<file path="src/rtl/qsys_descriptor_mem_arbiter.sv">
// Round-robin arbiter sharing one port of the SGDMA descriptor RAM among CPU (m0), read master (m1) and write-back master (m2).
// Define DESC_ARB_LOCK_EN to enable the m0 lock FSM with LOCK_MAX timeout; without it m0_lock is ignored.
module qsys_descriptor_mem_arbiter #(
    parameter int ADDR_W   = 7,
    parameter int DATA_W   = 32,
    parameter int LOCK_MAX = 64
) (
    input  logic                  clk,
    input  logic                  reset_n,

    input  logic [ADDR_W-1:0]     m0_address,
    input  logic [DATA_W/8-1:0]   m0_byteenable,
    input  logic                  m0_read,
    input  logic                  m0_write,
    input  logic [DATA_W-1:0]     m0_writedata,
    output logic                  m0_waitrequest,
    output logic [DATA_W-1:0]     m0_readdata,
    output logic                  m0_readdatavalid,
    input  logic                  m0_lock,

    input  logic [ADDR_W-1:0]     m1_address,
    input  logic [DATA_W/8-1:0]   m1_byteenable,
    input  logic                  m1_read,
    input  logic                  m1_write,
    input  logic [DATA_W-1:0]     m1_writedata,
    output logic                  m1_waitrequest,
    output logic [DATA_W-1:0]     m1_readdata,
    output logic                  m1_readdatavalid,

    input  logic [ADDR_W-1:0]     m2_address,
    input  logic [DATA_W/8-1:0]   m2_byteenable,
    input  logic                  m2_read,
    input  logic                  m2_write,
    input  logic [DATA_W-1:0]     m2_writedata,
    output logic                  m2_waitrequest,
    output logic [DATA_W-1:0]     m2_readdata,
    output logic                  m2_readdatavalid,

    output logic [ADDR_W-1:0]     ram_address,
    output logic [DATA_W/8-1:0]   ram_byteenable,
    output logic                  ram_chipselect,
    output logic                  ram_write,
    output logic [DATA_W-1:0]     ram_writedata,
    input  logic [DATA_W-1:0]     ram_readdata,

    output logic                  lock_timeout
);
    localparam int BE_W = DATA_W / 8;

    logic [2:0][ADDR_W-1:0] reqAddr;
    logic [2:0][BE_W-1:0]   reqBe;
    logic [2:0][DATA_W-1:0] reqData;
    logic [2:0]             reqWrite;
    logic [2:0]             active;
    logic [2:0]             eligible;
    logic                   locked;
    logic                   grantValid;
    logic [1:0]             grantId;

    logic [1:0] ptr_q, ptr_d;
    logic       rdValid_q;
    logic [1:0] rdId_q;

    assign reqAddr  = {m2_address, m1_address, m0_address};
    assign reqBe    = {m2_byteenable, m1_byteenable, m0_byteenable};
    assign reqData  = {m2_writedata, m1_writedata, m0_writedata};
    assign reqWrite = {m2_write, m1_write, m0_write};
    assign active   = {m2_read | m2_write, m1_read | m1_write, m0_read | m0_write};
    assign eligible = locked ? (active & 3'b001) : active;

    function automatic logic [1:0] rrIndex(input logic [1:0] base, input logic [1:0] offset);
        logic [2:0] sum;
        sum = {1'b0, base} + {1'b0, offset};
        return (sum >= 3'd3) ? 2'(sum - 3'd3) : sum[1:0];
    endfunction

    // Scan p, p+1, p+2 (mod 3); the first eligible requester wins this cycle.
    always_comb begin
        grantValid = 1'b0;
        grantId    = 2'd0;
        for (int k = 0; k < 3; k++) begin
            if (!grantValid && eligible[rrIndex(ptr_q, 2'(k))]) begin
                grantValid = 1'b1;
                grantId    = rrIndex(ptr_q, 2'(k));
            end
        end
    end

    always_comb begin
        ram_address    = reqAddr[0];
        ram_byteenable = reqBe[0];
        ram_writedata  = reqData[0];
        ram_chipselect = grantValid;
        ram_write      = 1'b0;
        if (grantValid) begin
            ram_address    = reqAddr[grantId];
            ram_byteenable = reqBe[grantId];
            ram_writedata  = reqData[grantId];
            ram_write      = reqWrite[grantId];
        end
    end

    assign m0_waitrequest = !(grantValid && grantId == 2'd0);
    assign m1_waitrequest = !(grantValid && grantId == 2'd1);
    assign m2_waitrequest = !(grantValid && grantId == 2'd2);

    // The pointer freezes while m0 holds a lock so the others resume in their old order.
    assign ptr_d = (grantValid && !locked) ? rrIndex(grantId, 2'd1) : ptr_q;

    always_ff @(posedge clk) begin
        if (!reset_n) begin
            ptr_q     <= 2'd0;
            rdValid_q <= 1'b0;
            rdId_q    <= 2'd0;
        end else begin
            ptr_q     <= ptr_d;
            rdValid_q <= grantValid & ~reqWrite[grantId];
            rdId_q    <= grantId;
        end
    end

    // Gating with reset_n drops a response whose grant preceded a reset.
    assign m0_readdatavalid = rdValid_q && reset_n && rdId_q == 2'd0;
    assign m1_readdatavalid = rdValid_q && reset_n && rdId_q == 2'd1;
    assign m2_readdatavalid = rdValid_q && reset_n && rdId_q == 2'd2;
    assign m0_readdata      = ram_readdata;
    assign m1_readdata      = ram_readdata;
    assign m2_readdata      = ram_readdata;

`ifdef DESC_ARB_LOCK_EN
    localparam int CNT_W = $clog2(LOCK_MAX) + 1;

    typedef enum logic [1:0] {IDLE, LOCKED, BACKOFF} lockState_t;

    lockState_t       state_q, state_d;
    logic [CNT_W-1:0] cnt_q, cnt_d;
    logic             timeout_q, timeout_d;

    always_ff @(posedge clk) begin
        if (!reset_n) begin
            state_q   <= IDLE;
            cnt_q     <= '0;
            timeout_q <= 1'b0;
        end else begin
            state_q   <= state_d;
            cnt_q     <= cnt_d;
            timeout_q <= timeout_d;
        end
    end

    // Dropping the lock takes precedence over a timeout landing in the same cycle.
    always_comb begin
        state_d   = state_q;
        cnt_d     = cnt_q;
        timeout_d = timeout_q;
        unique case (state_q)
            IDLE: begin
                if (grantValid && grantId == 2'd0 && m0_lock) begin
                    state_d = LOCKED;
                    cnt_d   = '0;
                end
            end
            LOCKED: begin
                cnt_d = cnt_q + 1'b1;
                if (!m0_lock) begin
                    state_d = IDLE;
                end else if (cnt_q == CNT_W'(LOCK_MAX - 1)) begin
                    state_d   = BACKOFF;
                    timeout_d = 1'b1;
                end
            end
            BACKOFF: begin
                if (!m0_lock) begin
                    state_d = IDLE;
                end
            end
            default: state_d = IDLE;
        endcase
    end

    assign locked       = (state_q == LOCKED);
    assign lock_timeout = timeout_q;
`else
    logic unusedLock;
    assign unusedLock   = m0_lock;
    assign locked       = 1'b0;
    assign lock_timeout = 1'b0;
`endif

endmodule
</file>
<file path="config.mk">
export PLATFORM = sky130hd
export DESIGN_NAME = qsys_descriptor_mem_arbiter
export DESIGN_NICKNAME = d
export VERILOG_FILES = /design/src/rtl/qsys_descriptor_mem_arbiter.sv
export SDC_FILE = /design/constraint.sdc
export NUM_CORES = 1
export LEC_CHECK = 0
export CORE_AREA = 2 2 124 126
export CTS_BUF_LIST = sky130_fd_sc_hd__clkbuf_4 sky130_fd_sc_hd__clkbuf_8
export CTS_CLUSTER_SIZE = 14
export DETAILED_ROUTE_END_ITERATION = 8
export DIE_AREA = 0 0 126 128
export DONT_BUFFER_PORTS = 1
export HOLD_SLACK_MARGIN = 0.15
export REMOVE_ABC_BUFFERS = 1
export SYNTH_ARGS = -nofsm -noshare
export SYNTH_HDL_FRONTEND = slang
export SYNTH_SLANG_ARGS = --single-unit
</file>
<file path="constraint.sdc">
create_clock -name clk -period 3.7 [get_ports clk]
set_clock_uncertainty 0.2 [all_clocks]
set_input_delay 0.37 -clock clk [delete_from_list [all_inputs] [get_ports clk]]
set_output_delay 0.37 -clock clk [all_outputs]
set_load 0.005 [all_outputs]
</file>
==> results of run 1 <==
[registers in the layout, indices dropped and copies added (netlist names)]
| signal | count |
|---|---|
| rdValid_q | 1 |
| ptr_q | 2 |
| rdId_q | 2 |
[critical path, delay by kind of cell, from the launching register on]
kind | cells | cell delay [ns]
adder cells (fa/ha/maj) | 2 | 0.59
AND/OR/NAND/NOR | 2 | 0.64
flip-flops | 1 | 0.35
buffers and inverters | 2 | 0.15
AO/OA/AOI/OAI | 2 | 0.64
[worst max-delay path by stage]
stage                        end  slack [ns]
6_report          m2_waitrequest        0.52
5_1_grt           m2_waitrequest        0.37
4_1_cts        ram_writedata[27]        0.54
3_5_place_dp   ram_writedata[27]        0.78
3_3_place_gp   ram_writedata[27]        0.85
2_1_floorplan     ram_address[0]        0.53
[through the flow]
step	hold WS [ns]	cells
after floorplan	0.248	140
after global placement	0.265	330
after detailed placement	0.280	330
after CTS	0.236	335
after global routing	0.238	335
final	0.240	335
[metal layers]
metal / up-vias / GRT usage (%)
li1: 597 / -
met1: 780 / 13.1
met2: 205 / 15.1
met3: 17 / 10.3
met4: 4 / 0.582
met5: - / 4.33
[logic make-up (layout without fill, tap and decap cells)]
logic type               count (synthesis)  count (layout)  synth area share [%]
buffers and inverters                  118              13                  43.8
flip-flops                               5               5                  4.92
multiplexers                             1               1                 0.492
AO/OA/AOI/OAI                           56              56                  27.3
adder cells (fa/ha/maj)                  4               4                  2.46
other                                    1               1                 0.184
AND/OR/NAND/NOR                         67              67                  20.8
[area by class of cell]
type,instances,area [sq um]
Fill cell,1737,13400
Multi-Input combinational cell,129,1050
Tap cell,188,235
Sequential cell,5,100
Clock buffer,4,48.8
Timing Repair Buffer,3,37.5
Inverter,6,22.5
[placed cells by master (no fill, tap or decap), types with 2 or more instances in the layout]
| cell type | n |
|---|---|
| a221o_1 | 43 |
| and2_1 | 30 |
| and2_2 | 14 |
| nand2_1 | 7 |
| inv_1 | 6 |
| dfxtp_1 | 5 |
| ha_1 | 4 |
| o21bai_1 | 3 |
| nor3b_1 | 3 |
| clkbuf_8 | 3 |
| nor2_1 | 2 |
| nor3_1 | 2 |
| nand3_1 | 2 |
[power breakdown]
group | internal (W) | leakage [nW] | switching (W)
logic | 0.000466 | 0.445 | 0.000651
clock network | 0.0000814 | 0.0262 | 0.0000279
registers | 0.0000751 | 0.0412 | 0.0000140
total | 0.000623 | 0.513 | 0.000693
==> impl_metrics.json, run 1 <==
{
  "hpwl_microns": 8930,
  "r2r-start": "ptr_q[0]",
  "h-tree-depth": 1,
  "area_growth_pct": -26.5,
  "cap_violations": 0,
  "synth_flop_cell": "dfxtp_1",
  "arrival_ns": 2.61,
  "start_util_pct": 13.7,
  "firstDrtPassIters": 5,
  "wl_met2_microns": 4350,
  "tightest_slew_ns": 0.711,
  "cts_num_sinks": 5,
  "netlist_instances": 252,
  "die_h_microns": 128,
  "placed_area_sq_um": 1440,
  "path_cells": "inv_1 -> ha_1 -> a211o_2 -> a21oi_2 -> and2_4 -> inv_1 -> ha_1 -> nand2_1",
  "synth.avg_cell_area_sq_um": 8.07,
  "startpoint_type": "register",
  "ys_seq_elements": 5,
  "diodes": 0,
  "ctsLongestPathBuffers": 2,
  "final_nets": 322,
  "grt_overflow": 0,
  "die_x_microns": 126,
  "clk_pin_slew_ns": 0.04,
  "routed_wl_microns": 10400,
  "drv_slew": 0,
  "finalSetupTns_ns": 0,
  "routedWlPerCell_microns": 31.0,
  "design_area_sq_um": 1500,
  "ctsHoldBuffers": 1,
  "portBuffers": 0,
  "r2r_cells": 9,
  "grt_pass1_vias": 1377,
  "dr.max_layer_used": "met5",
  "fin_ws_ns": 0.524,
  "first_iter_violations": 116,
  "synth_enable_flop_cells": 0,
  "rsz0062_at_grt": "no",
  "async_reset_ff_share_pct": 0,
  "vias_per_cell": 4.79,
  "synth_commonest_cells": "97 x buf_4, 43 x a221o_1, 30 x and2_1",
  "synth.largest_area_cell": "buf_4",
  "cts-resized-gates": 0,
  "track_usage_pct": 11.1,
  "dieArea_sq_um": 16100,
  "crit_required_ns": 3.13,
  "timing.final.crit_share_pct": 85.8,
  "synth.most_common_cell": "buf_4",
  "power.total_w": 0.00132,
  "r2r_slack_ns": 0.84,
  "drive_above_1_share_pct": 19.7,
  "p_per_area_nw_per_um2": 880,
  "r2r_end": "ptr_q[0]",
  "synth_top_area_share_pct": 35.8,
  "max_stage_delay_ns": 0.56,
  "route.met3.wl_microns": 1960,
  "max_slew_margin_pct": 52.5,
  "critPathLaunch": "ptr_q[0]",
  "yosysWarnings": 0,
  "pin_count": 318,
  "worstPathMaxFanout": 45,
  "tritoncts": "built",
  "peakVddDrop_mv": 0.381,
  "ys_types": 34,
  "core_area_sq_um": 14900,
  "row_count": 45,
  "drc": 0,
  "routabilityCongestion": 0.810,
  "hp-start": "m0_write",
  "hold_path_depth": 2,
  "critPathKind": "register to output port",
  "yosysSeqAreaShare_pct": 4.92,
  "fin_crit_ns": 3.18,
  "utilization_pct": 10.1,
  "clock_latency_ns": 0.22,
  "final-hold-violation-count": 0,
  "dp_slack_ns": 0.776,
  "antenna_found_initial": 0,
  "cts_root_buffer": "clkbuf_8",
  "grt_pass1_wl_microns": 12400,
  "cp-end-kind": "output port",
  "wl_met1_microns": 3940,
  "holdPathEnd": "rdValid_q",
  "hp-class": "input pin to register",
  "cts_setup_buffers": 0,
  "netlist_top_cells_area": "buf_4 36%, a221o_1 21%, and2_1 9.2%, buf_6 6.1%, and2_2 5.2%",
  "slowest_stage": "and2_4",
  "outcome": "completed",
  "drtAntennaViolNets": 0,
  "grt_max_degree": 49,
  "p_leak_nw": 0.513,
  "max_freq_mhz": 315,
  "cts_buffers": 3,
  "setup_viol": 0,
  "netlist_area_sq_um": 2030,
  "vias": 1603
}
Note: power is estimated with default switching activity, not from simulation.
==> run 2, diff against run 1 <==
--- a/config.mk
+++ b/config.mk
@@ -5,13 +5,15 @@
 export SDC_FILE = /design/constraint.sdc
 export NUM_CORES = 1
 export LEC_CHECK = 0
-export CORE_AREA = 2 2 124 126
+export CORE_AREA = 2 2 123 125
 export CTS_BUF_LIST = sky130_fd_sc_hd__clkbuf_4 sky130_fd_sc_hd__clkbuf_8
+export CTS_CLUSTER_DIAMETER = 200
 export CTS_CLUSTER_SIZE = 14
 export DETAILED_ROUTE_END_ITERATION = 8
-export DIE_AREA = 0 0 126 128
+export DIE_AREA = 0 0 125 127
 export DONT_BUFFER_PORTS = 1
 export HOLD_SLACK_MARGIN = 0.15
+export MAX_ROUTING_LAYER = met4
 export REMOVE_ABC_BUFFERS = 1
 export SYNTH_ARGS = -nofsm -noshare
 export SYNTH_HDL_FRONTEND = slang
==> run 2 against run 1 <==
Net effect:
- non-clock buffer count is the same
- sequential share of layout area hardly changed
- clock-buffer cell count did not move
- die area shrank 1.6%
- core utilization is 0.27 points higher
- cell count is 1.2% lower
- routed wire length up 1.6%
- hold slack worse by 0.074 ns
- via count is 0.50% lower
- critical path depth unchanged
- global-route usage grew 0.81 points
- final area fell by 0.33%
==> impl_metrics.json, run 2 (synthesis gave the netlist of run 1 again) <==
{
  "power.total_w": 0.00136,
  "p_sw_share_pct": 54.0,
  "h-tree-depth": 1,
  "tightest_slew_ns": 0.627,
  "cell_internal_pwr_w": 0.000625,
  "row_count": 44,
  "core_area_sq_um": 14400,
  "rsz0062_at_grt": "no",
  "first_iter_violations": 140,
  "arrival_ns": 2.59,
  "tritoncts": "built",
  "grt_overflow": 0,
  "dp_cells": 326,
  "path_cells": "inv_1 -> ha_1 -> a211o_2 -> a21oi_2 -> and2_4 -> inv_1 -> ha_1 -> nand2_1",
  "grt_pass1_wl_microns": 13000,
  "fillerInstances": 1668,
  "final-instance-count-excl-fill": 331,
  "timing.final.crit_share_pct": 85.5,
  "area_growth_pct": -26.8,
  "multi_input_area_sq_um": 1050,
  "cap_violations": 0,
  "setup_viol": 0,
  "hold_path_depth": 1,
  "hp-start": "reset_n",
  "crit_family": "simple AND/OR/NAND/NOR gates",
  "diodes": 0,
  "cts-resized-gates": 0,
  "drv_slew": 0,
  "utilization_pct": 10.3,
  "p_per_area_nw_per_um2": 911,
  "start_util_pct": 14.1,
  "cts_num_sinks": 5,
  "drtAntennaViolNets": 0,
  "max_slew_margin_pct": 58.1,
  "antenna_found_initial": 0,
  "outcome": "completed",
  "seqPwrFrac_pct": 6.6,
  "cts_setup_buffers": 0,
  "cts_root_buffer": "clkbuf_8",
  "dieArea_sq_um": 15900,
  "dp_slack_ns": 0.727,
  "hpwl_microns": 8840,
  "firstDrtPassIters": 4,
  "pwr-share-comb_pct": 85.5,
  "portBuffers": 0,
  "finalSetupTns_ns": 0,
  "worstPathMaxFanout": 45,
  "cts_buffers": 3,
  "track_usage_pct": 11.9,
  "drc": 0,
  "final_nets": 322,
  "clk_pin_slew_ns": 0.04,
  "r2r_end": "ptr_q[0]",
  "mostFrequentLayoutCell": "a221o_1",
  "holdPathEnd": "rdId_q[0]",
  "fin_crit_ns": 3.16,
  "r2r-start": "ptr_q[0]",
  "final-hold-violation-count": 0,
  "layout_common_cells": "43 x a221o_1, 30 x and2_1, 14 x and2_2, 7 x nand2_1, 6 x inv_1",
  "crit_buf_inv": 2,
  "slowest_stage": "and2_4",
  "die_h_microns": 127,
  "die_x_microns": 125,
  "fin_ws_ns": 0.537,
  "drive_above_1_share_pct": 19.7,
  "routedWlPerCell_microns": 31.9,
  "r2r_cells": 9,
  "r2r_slack_ns": 0.83,
  "p_switching_w": 0.000733,
  "cp-end-kind": "output port",
  "critPathKind": "register to output port",
  "grt_pass1_vias": 1383,
  "max_stage_delay_ns": 0.56,
  "crit_required_ns": 3.13,
  "ctsLongestPathBuffers": 2,
  "grt_max_degree": 49,
  "top_regs": "ptr_q (2), rdId_q (2), rdValid_q (1)",
  "pin_count": 318,
  "peakVddDrop_mv": 0.316,
  "hp-class": "input pin to register",
  "startpoint_type": "register",
  "clock_latency_ns": 0.22,
  "max_freq_mhz": 316,
  "vias_per_cell": 4.82,
  "routabilityCongestion": 0.800,
  "routed_wl_microns": 10600,
  "pwr-share-clk_pct": 7.9,
  "seq_area_sq_um": 100,
  "p_leak_nw": 0.513,
  "vias": 1595
}
[run 2: cell counts in the layout (fill, tap and decap cells not counted)]
No cell type changed its count.
[run 2: what timing repair did]
item	CTS	global route
hold endpoints to repair	4	0
endpoints found under the setup margin	0	0
hold buffers	1	0
[run 2: per-layer routing]
layer | share of wire [%] | GRT usage [%] | wire length [microns] | vias to the layer above
li1 | - | - | - | 596
met1 | 42 | 15.8 | 4390 | 786
met2 | 38 | 13.7 | 4050 | 205
met3 | 20 | 10.6 | 2090 | 8
met4 | 0.24 | 0.261 | 25 | 0
met5 | 0 | - | 0 | -
[run 2: power groups by stage]
stage	Sequential [W]	Combinational [W]	Clock, W
final	0.0000898	0.00116	0.000108
after global routing	0.0000927	0.00127	0.000115
after CTS	0.0000899	0.00119	0.000112
after detailed placement	0.0000898	0.00118	0
after global placement	0.0000893	0.00116	0
after floorplan	0.0000852	0.000816	0
[run 2: how the worst max path moves through the flow]
stage	cells after the start	start	to	slack [ns]
2_1_floorplan	6	ptr_q[0]	ram_address[0]	0.53
3_5_place_dp	6	ptr_q[0]	ram_writedata[30]	0.73
4_1_cts	6	ptr_q[0]	ram_writedata[30]	0.50
3_3_place_gp	7	ptr_q[0]	ram_writedata[30]	0.83
5_1_grt	6	ptr_q[0]	ram_writedata[30]	0.35
6_report	8	ptr_q[0]	m2_waitrequest	0.54
[run 2: per-stage QoR]
stage	hold slack [ns]	cell area (sq um)
after floorplan	0.248	1170
after global placement	0.264	1430
after detailed placement	0.279	1430
after CTS	0.153	1490
after global routing	0.160	1490
final	0.166	1490
[run 2: cell type report]
cell class,instances,share of cell area [%]
Multi-Input combinational cell,129,70.5
Tap cell,184,15.4
Sequential cell,5,6.72
Clock buffer,4,3.27
Timing Repair Buffer,3,2.52
Inverter,6,1.51
==> run 3, diff against run 2 <==
--- a/config.mk
+++ b/config.mk
@@ -5,12 +5,13 @@
 export SDC_FILE = /design/constraint.sdc
 export NUM_CORES = 1
 export LEC_CHECK = 0
-export CORE_AREA = 2 2 123 125
+export ABC_AREA = 1
+export CORE_AREA = 2 2 122 124
 export CTS_BUF_LIST = sky130_fd_sc_hd__clkbuf_4 sky130_fd_sc_hd__clkbuf_8
 export CTS_CLUSTER_DIAMETER = 200
 export CTS_CLUSTER_SIZE = 14
 export DETAILED_ROUTE_END_ITERATION = 8
-export DIE_AREA = 0 0 125 127
+export DIE_AREA = 0 0 124 126
 export DONT_BUFFER_PORTS = 1
 export HOLD_SLACK_MARGIN = 0.15
 export MAX_ROUTING_LAYER = met4
==> run 3 against run 2 <==
Net effect:
- combinational power increased by 36%
- register-to-register slack about the same
- non-clock buffer count decreased by 1
- setup slack improved by 0.025 ns
- clock-buffer cell count unchanged
- sequential power increased by 1%
- flip-flop and latch count unchanged
- routed wire length decreased by 17%
- sequential share of layout area decreased by 0.44 points
- critical path depth increased by 3
- synthesized area increased by 5.9%
- critical path type unchanged
- critical endpoint is now ram_writedata[18]
- highest routed layer unchanged
==> impl_metrics.json, run 3 <==
{
  "ys_seq_elements": 5,
  "dp_slack_ns": 0.763,
  "synth_commonest_cells": "144 x nand2_1, 106 x buf_4, 44 x nand3_1",
  "max_slew_margin_pct": 48.0,
  "first_iter_violations": 157,
  "max_freq_mhz": 319,
  "hp-start": "m2_write",
  "routedWlPerCell_microns": 19.5,
  "synth.most_common_cell": "nand2_1",
  "grt_pass1_vias": 1469,
  "worstPathMaxFanout": 44,
  "cts_root_buffer": "clkbuf_8",
  "mostFrequentLayoutCell": "nand2_1",
  "path_cells": "inv_1 -> ha_1 -> inv_2 -> o21ai_2 -> nand2_1 -> nand3_1 -> nand4_1 -> nand2_4 -> inv_2 -> nand2_1 -> nand3_1",
  "yosys.area_share.simple_pct": 48.4,
  "r2r_end": "ptr_q[0]",
  "top_regs": "ptr_q (2), rdId_q (2), rdValid_q (1)",
  "p_per_area_nw_per_um2": 1110,
  "grt_pass1_wl_microns": 10700,
  "seqPwrFrac_pct": 5.1,
  "dieArea_sq_um": 15600,
  "setup_viol": 0,
  "drc": 0,
  "hold_path_depth": 3,
  "slowest_stage": "inv_2",
  "vias_per_cell": 4.36,
  "crit_buf_inv": 3,
  "die_h_microns": 126,
  "vias": 1964,
  "startpoint_type": "register",
  "pwr-share-clk_pct": 6.0,
  "grt_overflow": 0,
  "holdPathEnd": "rdValid_q",
  "peakVddDrop_mv": 0.409,
  "die_x_microns": 124,
  "p_leak_nw": 0.734,
  "diodes": 0,
  "yosysSeqAreaShare_pct": 4.65,
  "tritoncts": "built",
  "netlist_instances": 371,
  "timing.final.crit_share_pct": 84.8,
  "synth_enable_flop_cells": 0,
  "grt_max_degree": 47,
  "pwr-share-comb_pct": 88.9,
  "cts_buffers": 3,
  "synth.avg_cell_area_sq_um": 5.81,
  "r2r-start": "ptr_q[0]",
  "netlist_area_sq_um": 2150,
  "fillerInstances": 1693,
  "routed_wl_microns": 8760,
  "ys_types": 21,
  "ctsLongestPathBuffers": 2,
  "p_switching_w": 0.00119,
  "antenna_found_initial": 0,
  "finalSetupTns_ns": 0,
  "track_usage_pct": 9.85,
  "pin_count": 318,
  "drtAntennaViolNets": 0,
  "r2r_cells": 12,
  "hp-class": "input pin to register",
  "cap_violations": 0,
  "synth-xor-area-share_pct": 0,
  "synth_top_family_by_area": "simple AND/OR/NAND/NOR gates",
  "area_growth_pct": -26.0,
  "drive_above_1_share_pct": 14.7,
  "core_area_sq_um": 14300,
  "final_nets": 441,
  "rsz0062_at_grt": "no",
  "cell_internal_pwr_w": 0.000588,
  "synth.largest_area_cell": "buf_4",
  "muxShareOfSynthArea_pct": 0,
  "p_sw_share_pct": 66.9,
  "layout_common_cells": "144 x nand2_1, 44 x nand3_1, 12 x nand2_2, 11 x inv_1, 11 x nand3_2",
  "row_count": 44,
  "final-hold-violation-count": 0,
  "hpwl_microns": 7220,
  "top_usage_layer": "met1",
  "cts_num_sinks": 5,
  "clk_pin_slew_ns": 0.03,
  "critPathKind": "register to output port",
  "fin_ws_ns": 0.562,
  "crit_family": "simple AND/OR/NAND/NOR gates",
  "drv_slew": 0,
  "cp-end-kind": "output port",
  "crit_required_ns": 3.13,
  "h-tree-depth": 1,
  "netlist_top_cells_area": "buf_4 37%, nand2_1 25%, nand3_1 10%, nand3_2 5.1%, dfxtp_1 4.6%",
  "r2r_slack_ns": 0.83,
  "synth_compound_area_share_pct": 1.74,
  "start_util_pct": 15.1,
  "async_reset_ff_share_pct": 0,
  "tightest_slew_ns": 0.779,
  "max_stage_delay_ns": 0.55,
  "portBuffers": 0,
  "outcome": "completed",
  "synth_top_area_share_pct": 36.9,
  "synth_fa_ha_area_share_pct": 2.32,
  "fin_crit_ns": 3.14,
  "synth_flop_cell": "dfxtp_1",
  "cts_setup_buffers": 0,
  "cts-resized-gates": 0,
  "firstDrtPassIters": 4,
  "clock_latency_ns": 0.22,
  "grt_use_met1_pct": 12.2,
  "met3_usage_pct": 10.1,
  "routabilityCongestion": 0.790,
  "utilization_pct": 11.1,
  "use_met2_pct": 11.6,
  "yosysWarnings": 0,
  "arrival_ns": 2.57
}
==> run 3: cell types whose count changed after synthesis, sizes merged, moves of 3 or more <==
cell,before,now
a221o,43,0
and2,45,0
buf,108,111
clkbuf,4,0
inv,6,16
nand2,7,159
nand3,2,55
nor2,2,10
nor3b,4,0
o21ai,1,4
o21bai,3,0
==> run 3: cell type report <==
type / instances / area (sq um) / share of cell area [%]
clock buffer: 4 / 48.8 / 3.06
inverter: 16 / 65.1 / 4.08
multi-input combinational: 239 / 1130 / 71.1
sequential: 5 / 100 / 6.27
tap: 184 / 230 / 14.4
timing repair buffer: 2 / 17.5 / 1.10
==> run 3: stage by stage <==
step | total power [W] | cells | cell area [sq um] | hold slack [ns]
5_1_grt | 0.00199 | 450 | 1600 | 0.211
2_1_floorplan | 0.00131 | 260 | 1300 | 0.253
6_report | 0.00178 | 450 | 1600 | 0.197
3_3_place_gp | 0.00168 | 445 | 1540 | 0.269
3_5_place_dp | 0.00170 | 445 | 1540 | 0.272
4_1_cts | 0.00181 | 450 | 1600 | 0.196
==> run 3: what timing repair did <==
action / CTS / global route
endpoints found under the hold margin: 5 / 0
hold buffers: 1 / 0
setup endpoints to repair: 0 / 0
==> run 3: worst max path at each step <==
| stage | slack (ns) | end | start | cells after the start |
|---|---|---|---|---|
| 6_report | 0.56 | ram_writedata[18] | ptr_q[0] | 11 |
| 5_1_grt | 0.29 | ram_writedata[18] | ptr_q[0] | 11 |
| 4_1_cts | 0.52 | ram_writedata[18] | ptr_q[0] | 11 |
| 3_5_place_dp | 0.76 | ram_writedata[18] | ptr_q[0] | 11 |
| 3_3_place_gp | 0.80 | ram_writedata[18] | ptr_q[0] | 11 |
| 2_1_floorplan | 0.98 | ram_address[0] | ptr_q[0] | 15 |
==> run 3: cell families after synthesis <==
| group | after synthesis |
|---|---|
| AND/OR/NAND/NOR | 228 |
| buffers and inverters | 127 |
| AO/OA/AOI/OAI | 6 |
| flip-flops | 5 |
| adder cells (fa/ha/maj) | 4 |
| other | 1 |
==> run 3: metal layers <==
| layer | wire, microns | vias up |
|---|---|---|
| li1 | - | 848 |
| met1 | 3460 | 870 |
| met2 | 3300 | 242 |
| met3 | 2000 | 4 |
| met4 | 5 | 0 |
| met5 | 0 | - |
==> run 3: power groups by stage <==
stage	registers, W	logic (W)	clock network (W)
2_1_floorplan	0.0000884	0.00122	0
3_3_place_gp	0.0000910	0.00159	0
3_5_place_dp	0.0000913	0.00161	0
4_1_cts	0.0000912	0.00161	0.000109
5_1_grt	0.0000946	0.00178	0.000113
6_report	0.0000910	0.00158	0.000106
==> run 3: worst register-to-register path, cell delays in order (launching register included) <==
cell and delay, ns:
dfxtp_1 0.32, inv_1 0.06, ha_1 0.34, inv_2 0.13, o21ai_2 0.07, nand2_1 0.05
nand3_1 0.13, nand4_1 0.21, nand2_4 0.10, inv_2 0.55, ha_1 0.36, o21ai_0 0.18
a21oi_1 0.05
